`config.mk`:
```
export PLATFORM = sky130hd
export DESIGN_NAME = discus_seq
export DESIGN_NICKNAME = d
export VERILOG_FILES = /design/src/rtl/discus_pkg.sv /design/src/rtl/discus_rstack.sv /design/src/rtl/discus_seq.sv
export SDC_FILE = /design/constraint.sdc
export NUM_CORES = 1
export LEC_CHECK = 0
export CAP_MARGIN = 20
export CORE_MARGIN = 3
export CORE_UTILIZATION = 48
export DETAILED_ROUTE_END_ITERATION = 10
export GPL_ROUTABILITY_DRIVEN = 1
export PLACE_DENSITY = 0.73
export SLEW_MARGIN = 20
export SYNTH_ARGS = -nofsm -noshare
export SYNTH_HDL_FRONTEND = slang
export SYNTH_HIERARCHICAL = 1
export SYNTH_SLANG_ARGS = --single-unit
```
`constraint.sdc`:
```
create_clock -name clk -period 2.9 [get_ports clk]
set_input_delay 0.29 -clock clk [delete_from_list [all_inputs] [get_ports clk]]
set_output_delay 0.29 -clock clk [all_outputs]
set_load 0.02 [all_outputs]
```
`src/rtl/discus_pkg.sv`:
```
// Shared definitions for the discus sequencer: condition codes, halt opcode,
// fault codes and the debug-controller state type.
package discus_pkg;

  localparam logic [2:0] COND_NEVER   = 3'b000;
  localparam logic [2:0] COND_ALWAYS  = 3'b001;
  localparam logic [2:0] COND_NEVER2  = 3'b010;
  localparam logic [2:0] COND_ALWAYS2 = 3'b011;
  localparam logic [2:0] COND_Z       = 3'b100;
  localparam logic [2:0] COND_NZ      = 3'b101;
  localparam logic [2:0] COND_C       = 3'b110;
  localparam logic [2:0] COND_NC      = 3'b111;

  localparam logic [7:0] HALT_OPCODE = 8'hAB;

  localparam logic [1:0] FAULT_NONE = 2'b00;
  localparam logic [1:0] FAULT_OVF  = 2'b01;
  localparam logic [1:0] FAULT_UNF  = 2'b10;

  typedef enum logic [1:0] {HALT, RUN, STEP, FAULT} seq_state_e;

  function automatic logic cond_met(input logic [2:0] cond, input logic z, input logic c);
    case (cond)
      COND_ALWAYS, COND_ALWAYS2: return 1'b1;
      COND_Z:                    return z;
      COND_NZ:                   return !z;
      COND_C:                    return c;
      COND_NC:                   return !c;
      default:                   return 1'b0;
    endcase
  endfunction

endpackage

```
`src/rtl/discus_rstack.sv`:
```
// Return-address LIFO. Push on full and pop on empty are dropped; the
// sequencer never issues push and pop together.
module discus_rstack #(
  parameter int WIDTH = 8,
  parameter int DEPTH = 4,
  parameter int SP_W  = $clog2(DEPTH + 1)
) (
  input  logic             clk,
  input  logic             reset_n,
  input  logic             push_i,
  input  logic             pop_i,
  input  logic [WIDTH-1:0] data_i,
  output logic [WIDTH-1:0] top_o,
  output logic [SP_W-1:0]  depth_o,
  output logic             full_o,
  output logic             empty_o
);

  logic [WIDTH-1:0] mem_q [DEPTH];
  logic [SP_W-1:0]  sp_q, sp_d;
  logic             do_push, do_pop;

  assign full_o  = (sp_q == SP_W'(DEPTH));
  assign empty_o = (sp_q == '0);
  assign do_push = push_i && !full_o;
  assign do_pop  = pop_i && !empty_o;
  assign depth_o = sp_q;

  always_comb begin
    sp_d = sp_q;
    if (do_push)     sp_d = sp_q + SP_W'(1);
    else if (do_pop) sp_d = sp_q - SP_W'(1);
  end

  always_ff @(posedge clk or negedge reset_n) begin
    if (!reset_n) sp_q <= '0;
    else          sp_q <= sp_d;
  end

  // Index by comparison so a non-power-of-two depth never forms an out-of-range address.
  always_ff @(posedge clk) begin
    for (int i = 0; i < DEPTH; i++) begin
      if (do_push && sp_q == SP_W'(i)) mem_q[i] <= data_i;
    end
  end

  always_comb begin
    top_o = '0;
    for (int i = 0; i < DEPTH; i++) begin
      if (sp_q == SP_W'(i + 1)) top_o = mem_q[i];
    end
  end

endmodule

```
`src/rtl/discus_seq.sv`:
```
// Instruction sequencer: PC, prefix/jump decode, branch conditions,
// return stack and run/halt/single-step debug control.
//   state | meaning
//   HALT  | idle, waiting for run or a step request
//   RUN   | one instruction retires per cycle while run is held
//   STEP  | retire exactly one instruction, then back to HALT
//   FAULT | stack overflow/underflow seen, waits for clear_fault
module discus_seq
  import discus_pkg::*;
#(
  parameter int PC_W        = 8,
  parameter int STACK_DEPTH = 4,
  parameter int SP_W        = $clog2(STACK_DEPTH + 1)
) (
  input  logic            clk,
  input  logic            reset_n,
  input  logic [7:0]      instr,
  input  logic            zflag,
  input  logic            cflag,
  input  logic            run,
  input  logic            step_req,
  input  logic            clear_fault,
  output logic [PC_W-1:0] pc,
  output logic            retire,
  output logic [7:0]      instr_q,
  output logic            step_ack,
  output logic            halted,
  output logic            fault,
  output logic [1:0]      fault_code,
  output logic [SP_W-1:0] depth
);

  localparam int PREFIX_N = (PC_W + 3) / 6;
  localparam int PCNT_W   = $clog2(PREFIX_N + 1);
  // Only the low PC_W-2 prefix bits can ever reach the target, so keep just those.
  localparam int PFX_W    = PC_W - 2;

  seq_state_e        state_q, state_d;
  logic [PC_W-1:0]   pc_q, pc_d;
  logic [PCNT_W-1:0] pcnt_q, pcnt_d;
  logic [PFX_W-1:0]  prefix_q, prefix_d, pfx_shift;
  logic [7:0]        ins_q, ins_d;
  logic              step_ack_q, step_ack_d;
  logic [1:0]        fault_code_q, fault_code_d;

  logic [PC_W-1:0]   stk_top;
  logic              stk_full, stk_empty;
  logic              is_pfx, is_jump, is_ret, is_halt, taken;
  logic              call_taken, jump_taken, ret_taken;
  logic              ovf, unf, fault_hit, exec_en;
  logic [PC_W-1:0]   target;

  generate
    if (PFX_W == 6) begin : g_pfx_one
      assign pfx_shift = instr[5:0];
    end else begin : g_pfx_chain
      assign pfx_shift = {prefix_q[PFX_W-7:0], instr[5:0]};
    end
  endgenerate

  assign is_pfx     = (instr[7:6] == 2'b00);
  assign is_jump    = is_pfx && (pcnt_q == PCNT_W'(PREFIX_N));
  assign is_ret     = (instr[7:5] == 3'b101);
  assign is_halt    = (instr == HALT_OPCODE);
  assign taken      = cond_met(instr[4:2], zflag, cflag);
  assign jump_taken = is_jump && taken;
  assign call_taken = jump_taken && instr[5];
  assign ret_taken  = is_ret && taken;
  assign target     = {prefix_q, instr[1:0]};

  assign ovf       = call_taken && stk_full;
  assign unf       = ret_taken && stk_empty;
  assign fault_hit = ovf || unf;
  assign exec_en   = (state_q == RUN && run) || (state_q == STEP);
  assign retire    = exec_en && !fault_hit;

  always_comb begin
    state_d      = state_q;
    pc_d         = pc_q;
    pcnt_d       = pcnt_q;
    prefix_d     = prefix_q;
    ins_d        = ins_q;
    step_ack_d   = 1'b0;
    fault_code_d = fault_code_q;

    case (state_q)
      HALT: begin
        if (run)           state_d = RUN;
        else if (step_req) state_d = STEP;
      end
      RUN: begin
        if (!run)           state_d = HALT;
        else if (fault_hit) state_d = FAULT;
        else if (is_halt)   state_d = HALT;
      end
      STEP:    state_d = fault_hit ? FAULT : HALT;
      FAULT: begin
        if (clear_fault) begin
          state_d      = HALT;
          fault_code_d = FAULT_NONE;
        end
      end
      default: state_d = HALT;
    endcase

    if (exec_en && fault_hit) fault_code_d = ovf ? FAULT_OVF : FAULT_UNF;

    if (retire) begin
      ins_d      = instr;
      step_ack_d = (state_q == STEP);
      if (ret_taken)       pc_d = stk_top + PC_W'(1);
      else if (jump_taken) pc_d = target;
      else                 pc_d = pc_q + PC_W'(1);
      if (!is_pfx || is_jump) begin
        pcnt_d = '0;
      end else begin
        pcnt_d   = pcnt_q + PCNT_W'(1);
        prefix_d = pfx_shift;
      end
    end
  end

  always_ff @(posedge clk or negedge reset_n) begin
    if (!reset_n) begin
      state_q      <= HALT;
      pc_q         <= '0;
      pcnt_q       <= '0;
      prefix_q     <= '0;
      ins_q        <= '0;
      step_ack_q   <= 1'b0;
      fault_code_q <= FAULT_NONE;
    end else begin
      state_q      <= state_d;
      pc_q         <= pc_d;
      pcnt_q       <= pcnt_d;
      prefix_q     <= prefix_d;
      ins_q        <= ins_d;
      step_ack_q   <= step_ack_d;
      fault_code_q <= fault_code_d;
    end
  end

  discus_rstack #(
    .WIDTH (PC_W),
    .DEPTH (STACK_DEPTH),
    .SP_W  (SP_W)
  ) u_rstack (
    .clk     (clk),
    .reset_n (reset_n),
    .push_i  (retire && call_taken),
    .pop_i   (retire && ret_taken),
    .data_i  (pc_q),
    .top_o   (stk_top),
    .depth_o (depth),
    .full_o  (stk_full),
    .empty_o (stk_empty)
  );

  assign pc         = pc_q;
  assign instr_q    = ins_q;
  assign step_ack   = step_ack_q;
  assign fault_code = fault_code_q;
  assign halted     = (state_q == HALT) || (state_q == FAULT);
  assign fault      = (state_q == FAULT);

endmodule
```
==> impl_metrics.tcl, run 1 <==
set metrics [dict create \
    cts_sinks 63 \
    stdcell_count 458 \
    worstPathArrival_ps 3020 \
    fin_worst_skew_ps 9.286 \
    ys.warnings.count 6 \
    critPathRequiredTime_ps 3130 \
    die_width_um 89.82 \
    grt_max_degree 32 \
    rows 29 \
    mappedNetlistArea_um2 3372 \
    path_max_fanout 10 \
    totalPowerFinal_mw 4.159 \
    power.share.switching_pct 39.71 \
    tritoncts_clock_tree "built" \
    insertedDiodeCount 0 \
    area_growth_syn_to_layout_pct 24.82 \
    reg2reg_setup_slack_ps 110 \
    slew_viol_final 0 \
    clockRootBuffer "clkbuf_8" \
    drtPass1Iterations 5 \
    final.min_clock_period_ps 2794 \
    fin_crit_sh_pct 96.35 \
    fin_hold_ws_ps 349.0 \
    finalSetupViolations 0 \
    distinct_cell_type_count_after_synthesis 62 \
    final-hold-violation-count 0 \
    number_of_storage_elements_in_the_synthesis_netlist 63 \
    place_inst 441 \
    synth-seq-area-share_pct 51.50 \
    first_global_vias 2632 \
    r2r_cells 10 \
    synth_cells 294 \
    congestion_overflow_gr 0 \
    clock_insertion_delay_worst_skew_ps 340 \
    number_of_flops_mapped_to_enable_cells_by_yosys 32 \
    p_sw_mw 1.652 \
    routed_wire_length_per_instance_um 17.22 \
    pwr_density_cell_nw_per_um2 988.2 \
    worstSetupEndpointType "register" \
    maxSlewHeadroom_pct 67.04 \
    synth-main-ff-cell "edfxtp_1" \
    global_route.usage.total_pct 20.57 \
    timing.hold.worst.class "in -> async" \
    route.final.wire_length_um 7886 \
    drive_above_1_share_pct 22.19 \
    max_cap_violations 0 \
    drt_iter0_markers 180 \
    pwr-share-comb_pct 49.5 \
    timing.setup.tns_ps 0 \
    max_ir_drop_vdd_uv 602.4 \
    async_reset_ff_share_pct 49.21 \
    worstSetupStartpointType "register" \
    port_buffers 39 \
    maxClockFrequency_mhz 357.9 \
    regToRegEndpoint "pc[6]" \
    cts_htree_levels 3 \
    pin_count 40 \
    antenna_violating_nets_post_route 0 \
    route.detailed.vias_per_inst 5.670 \
    die_area_um2 8067 \
    avgSynthCellArea_um2 11.47 \
    final_area_um2 4209 \
    cts-root-to-sink-buffers 2 \
    post_cts_hold_buffer_count 0 \
    dr_total_vias 2597 \
    die_height_um 89.82 \
    critical_path_class "reg -> reg" \
    coreArea_um2 6568 \
    postPlaceCellArea_um2 3995 \
    share_seq_of_total_power_pct 34.8 \
    num-nets-final 387 \
    worst_pin_slew_ps 494.4 \
    initial_core_util_pct 51.34 \
    syn_nets 321 \
    setup_repair_after_global_routing_missed_its_margin "false" \
    gp_congestion 0.9193 \
    power_report.internal_total_mw 2.508 \
    fillCellCount 567 \
    power.leakage_nw 1.619 \
    grt_antenna_before_repair 0 \
    dpl.hpwl_um 5754 \
    crit-reg2reg-launch "u_rstack/depth_o[1]" \
    status "complete, no violations" \
    share_clk_of_total_power_pct 15.6 \
    grt_first_pass_wirelength_um 13260 \
    drc 0 \
    cts_inserted_buffers 9 \
    cts.reportedPaths.clkPinSlew_ps 70 \
]
how the worst max path moves through the flow:
stage | from | to | slack, ps
floorplan | u_rstack/depth_o[0] | u_rstack/mem_q[1][0] | 40
detailed placement | u_rstack/depth_o[1] | pc[6] | 50
CTS | u_rstack/depth_o[1] | pc[6] | 30
global route | u_rstack/depth_o[1] | pc[5] | 10
global placement | u_rstack/depth_o[1] | pc[6] | 100
finish | u_rstack/depth_o[1] | pc[6] | 110
area by class of cell:
cell class,count,area [µm²],share of cell area [%]
Timing Repair Buffer,67,600.6,14.27
Clock inverter,5,35.03,0.8323
Clock buffer,11,131.4,3.121
Sequential cell,63,1738,41.29
Multi-Input combinational cell,202,1521,36.15
Inverter,17,66.31,1.576
Tap cell,93,116.4,2.765
sequential cells by signal, indices dropped and copies added, names as in the netlist:
register and flops:
pc 8, fault_code 2, state_q 2, u_rstack/mem_q 32, u_rstack/depth_o 3, step_ack 1
instr_q 8, pcnt_q 1, prefix_q 6
cell usage after synthesis, types with 2 or more instances:
cell type	n	area, µm²
edfxtp_1	32	960.9
dfrtp_1	31	775.7
nor2_1	20	75.07
a21oi_1	19	95.09
inv_1	16	60.06
nand3_1	16	80.08
mux2_2	15	168.9
nand2_1	13	48.80
ha_1	12	150.1
o22ai_1	8	50.05
a222oi_1	7	70.07
o21ai_0	7	35.03
mux2i_1	6	60.06
buf_6	5	56.30
nand4_1	5	31.28
a31oi_1	4	25.02
and2_1	4	25.02
and3_1	4	25.02
nand2b_1	4	25.02
a211oi_1	3	22.52
nor2b_1	3	18.77
nor3_1	3	15.01
o211ai_1	3	22.52
o31a_1	3	26.28
or3_1	3	18.77
xnor2_1	3	26.28
xor2_1	3	26.28
and4_1	2	17.52
buf_1	2	7.510
buf_2	2	10.01
clkbuf_1	2	7.510
nand3b_1	2	15.01
nor3b_1	2	15.01
o32ai_1	2	17.52
power by group through the flow:
| stage | sequential, mW | combinational (mW) | clock [mW] |
|---|---|---|---|
| finish | 1.45 | 2.06 | 0.651 |
| global route | 1.49 | 2.24 | 0.714 |
| CTS | 1.46 | 1.99 | 0.671 |
| detailed placement | 1.48 | 1.98 | 0 |
| global placement | 1.46 | 1.95 | 0 |
| floorplan | 1.56 | 1.10 | 0 |
timing repair:
item | in CTS | in global routing
endpoints found under the setup margin | 0 | 5
resized for setup | 0 | 9
buffers inserted | 0 | 1
worst max-delay path: stages (launching register included):
cell and delay, ps:
dfrtp_2 450, ha_1 190, ha_1 220, buf_4 190, a222oi_1 420, a21oi_2 140
and4_1 260, and4_1 210, a211oi_1 220, o32ai_1 140, a22o_1 240
cells by family (layout without fill, tap and decap cells):
| logic type | Yosys count | count (layout) | share of synthesized area, % |
|---|---|---|---|
| adders and majority gates | 12 | 12 | 4.453 |
| AOI/OAI and AO/OA | 72 | 72 | 15.58 |
| buffers and inverters | 29 | 100 | 4.749 |
| DFF | 63 | 63 | 51.50 |
| muxes | 22 | 22 | 7.236 |
| and+or+nand+nor | 90 | 90 | 14.92 |
| xor gates and xnor gates | 6 | 6 | 1.559 |
placed cells by master (no fill, tap or decap), types with 8 or more instances in the layout:
cell | synthesis | routed
clkdlybuf4s50_1 | 0 | 39
edfxtp_1 | 32 | 32
buf_4 | 0 | 28
nand2_1 | 13 | 13
nor2_1 | 20 | 20
clkbuf_8 | 0 | 9
o22ai_1 | 8 | 8
nand3_1 | 16 | 16
dfrtp_1 | 31 | 30
mux2_2 | 15 | 15
ha_1 | 12 | 11
a21oi_1 | 19 | 12
inv_1 | 16 | 16
stage by stage:
step / util, % / setup slack [ps]
2_1_floorplan: - / 40.37
3_3_place_gp: 60.83 / 96.28
3_5_place_dp: 60.83 / 47.84
4_1_cts: 63.36 / 25.60
5_1_grt: 64.09 / 10.90
6_report: 64.09 / 105.9
metal layers:
| layer | GRT usage (%) | part of all wire, % |
|---|---|---|
| met2 | 33.65 | 49 |
| met5 | 0 | 0 |
| met1 | 27.26 | 44 |
| met4 | 5.364 | 1.5 |
| met3 | 5.509 | 5.6 |
Note: power is estimated with default switching activity, not from simulation.
==> run 2: changes to the inputs <==
SETUP_SLACK_MARGIN = 0.3   (was unset)
==> run 2 against run 1 <==
Compared with the run above:
- clock power is 44% higher
- global-route usage up 0.86 points
- first-iteration DRC count up 14%
- critical path type unchanged
- critical endpoint is now pc[5]
- largest cell class unchanged
- highest routed layer unchanged
==> impl_metrics.tcl, run 2 (same netlist as run 1, synthesis figures left out) <==
set metrics [dict create \
    area_growth_syn_to_layout_pct 33.54 \
    grt_max_degree 21 \
    critPathRequiredTime_ps 3150 \
    power.leakage_nw 1.709 \
    setup_repair_after_global_routing_missed_its_margin "true" \
    cts-root-to-sink-buffers 2 \
    max_ir_drop_vdd_uv 593.3 \
    routed_wire_length_per_instance_um 18.85 \
    final_area_um2 4503 \
    coreArea_um2 6568 \
    clock_insertion_delay_worst_skew_ps 340 \
    worst_pin_slew_ps 555.9 \
    maxSlewHeadroom_pct 62.86 \
    die_height_um 89.82 \
    grt_first_pass_wirelength_um 13770 \
    place_inst 430 \
    layout.cells.most_common "clkdlybuf4s50_1" \
    worstPathArrival_ps 3030 \
    pin_count 40 \
    dpl.hpwl_um 5762 \
    timing.setup.tns_ps 0 \
    slew_viol_final 0 \
    global_route.usage.total_pct 21.43 \
    cts.reportedPaths.clkPinSlew_ps 70 \
    cts_sinks 63 \
    tritoncts_clock_tree "built" \
    max_cap_violations 0 \
    post_cts_hold_buffer_count 0 \
    stdcell_count 465 \
    die_width_um 89.82 \
    worst_slack_ps 123.5 \
    totalPowerFinal_mw 4.768 \
    rows 29 \
    drtPass1Iterations 7 \
    fin_worst_skew_ps 6.265 \
    fin_util_pct 68.57 \
    congestion_overflow_gr 0 \
    antenna_violating_nets_post_route 0 \
    initial_core_util_pct 51.34 \
    insertedDiodeCount 0 \
    die_area_um2 8067 \
    finalSetupViolations 0 \
    cts_htree_levels 3 \
    drive_above_1_share_pct 30.11 \
    drc 0 \
    route.detailed.vias_per_inst 5.933 \
    critical_path_class "reg -> reg" \
    maxClockFrequency_mhz 360.2 \
    worstSetupStartpointType "register" \
    pwr_density_cell_nw_per_um2 1059 \
    regMostFlops "u_rstack/mem_q" \
    cts_inserted_buffers 9 \
    final.min_clock_period_ps 2777 \
    postPlaceCellArea_um2 3961 \
    gp_congestion 0.8909 \
    num-nets-final 394 \
    first_global_vias 2756 \
    fin_hold_ws_ps 293.2 \
    route.final.wire_length_um 8765 \
    grt_antenna_before_repair 0 \
    drt_iter0_markers 205 \
    dpl_worst_slack_ps -8.648 \
    max_reg_flops 32 \
    fin_crit_sh_pct 95.74 \
    dr_total_vias 2759 \
    final-hold-violation-count 0 \
    timing.hold.worst.class "in -> async" \
    clockRootBuffer "clkbuf_8" \
    status "complete, no violations" \
    layout.cells.most_common_list "38 x clkdlybuf4s50_1, 32 x edfxtp_1, 31 x buf_4" \
    worstSetupEndpointType "register" \
    port_buffers 39 \
    path_max_fanout 5 \
]
## run 2: per-layer routing
metal / part of all wire (%) / GRT usage, % / up-vias / wire [µm]
met3: 5.9 / 6.177 / 15 / 514
li1: - / - / 1263 / -
met5: 0 / 0 / - / 0
met1: 42 / 26.94 / 1362 / 3691
met4: 2.2 / 7.918 / 0 / 190
met2: 50 / 35.28 / 119 / 4369
## run 2: layout make-up
class	count	area, µm²
Inverter	17	71.32
Clock buffer	9	123.9
Fill cell	496	2064
Sequential cell	63	1740
Multi-Input combinational cell	202	1655
Tap cell	93	116.4
Clock inverter	7	120.1
Timing Repair Buffer	74	675.6
## run 2: repair_timing
| item | CTS | global route |
|---|---|---|
| pin swaps | 20 | 14 |
| resized for setup | 17 | 11 |
| setup endpoints to repair | 10 | 10 |
| buffers inserted | 14 | 5 |
## run 2: final timing paths
kind | from | to | slack, ps | depth (start not counted)
max | u_rstack/depth_o[0] | pc[5] | 120 | 11
min | reset_n | state_q[1] | 290 | 2
max reg2reg | u_rstack/depth_o[0] | pc[5] | 120 | 11
min reg2reg | instr_q[6] | instr_q[6] | 510 | 1
max in group asynchronous | reset_n | u_rstack/depth_o[0] | 2330 | 2
min in group clk | instr_q[6] | instr_q[6] | 510 | 1
## run 2: where the power goes
group          internal [mW]  switching [mW]  leakage (nW)
combinational           1.15            1.22         0.931
sequential              1.21           0.247         0.658
clock                  0.573           0.363         0.120
## run 2: critical path, stage by stage, from the launching register on
cell      delay, ps
dfrtp_2         450
ha_4            180
ha_4            180
nor4b_4         320
buf_4           190
a222oi_1        100
a21oi_2         260
nand3_1         150
or3_1           370
a31oi_1         140
o21ai_1         110
o32ai_2         230
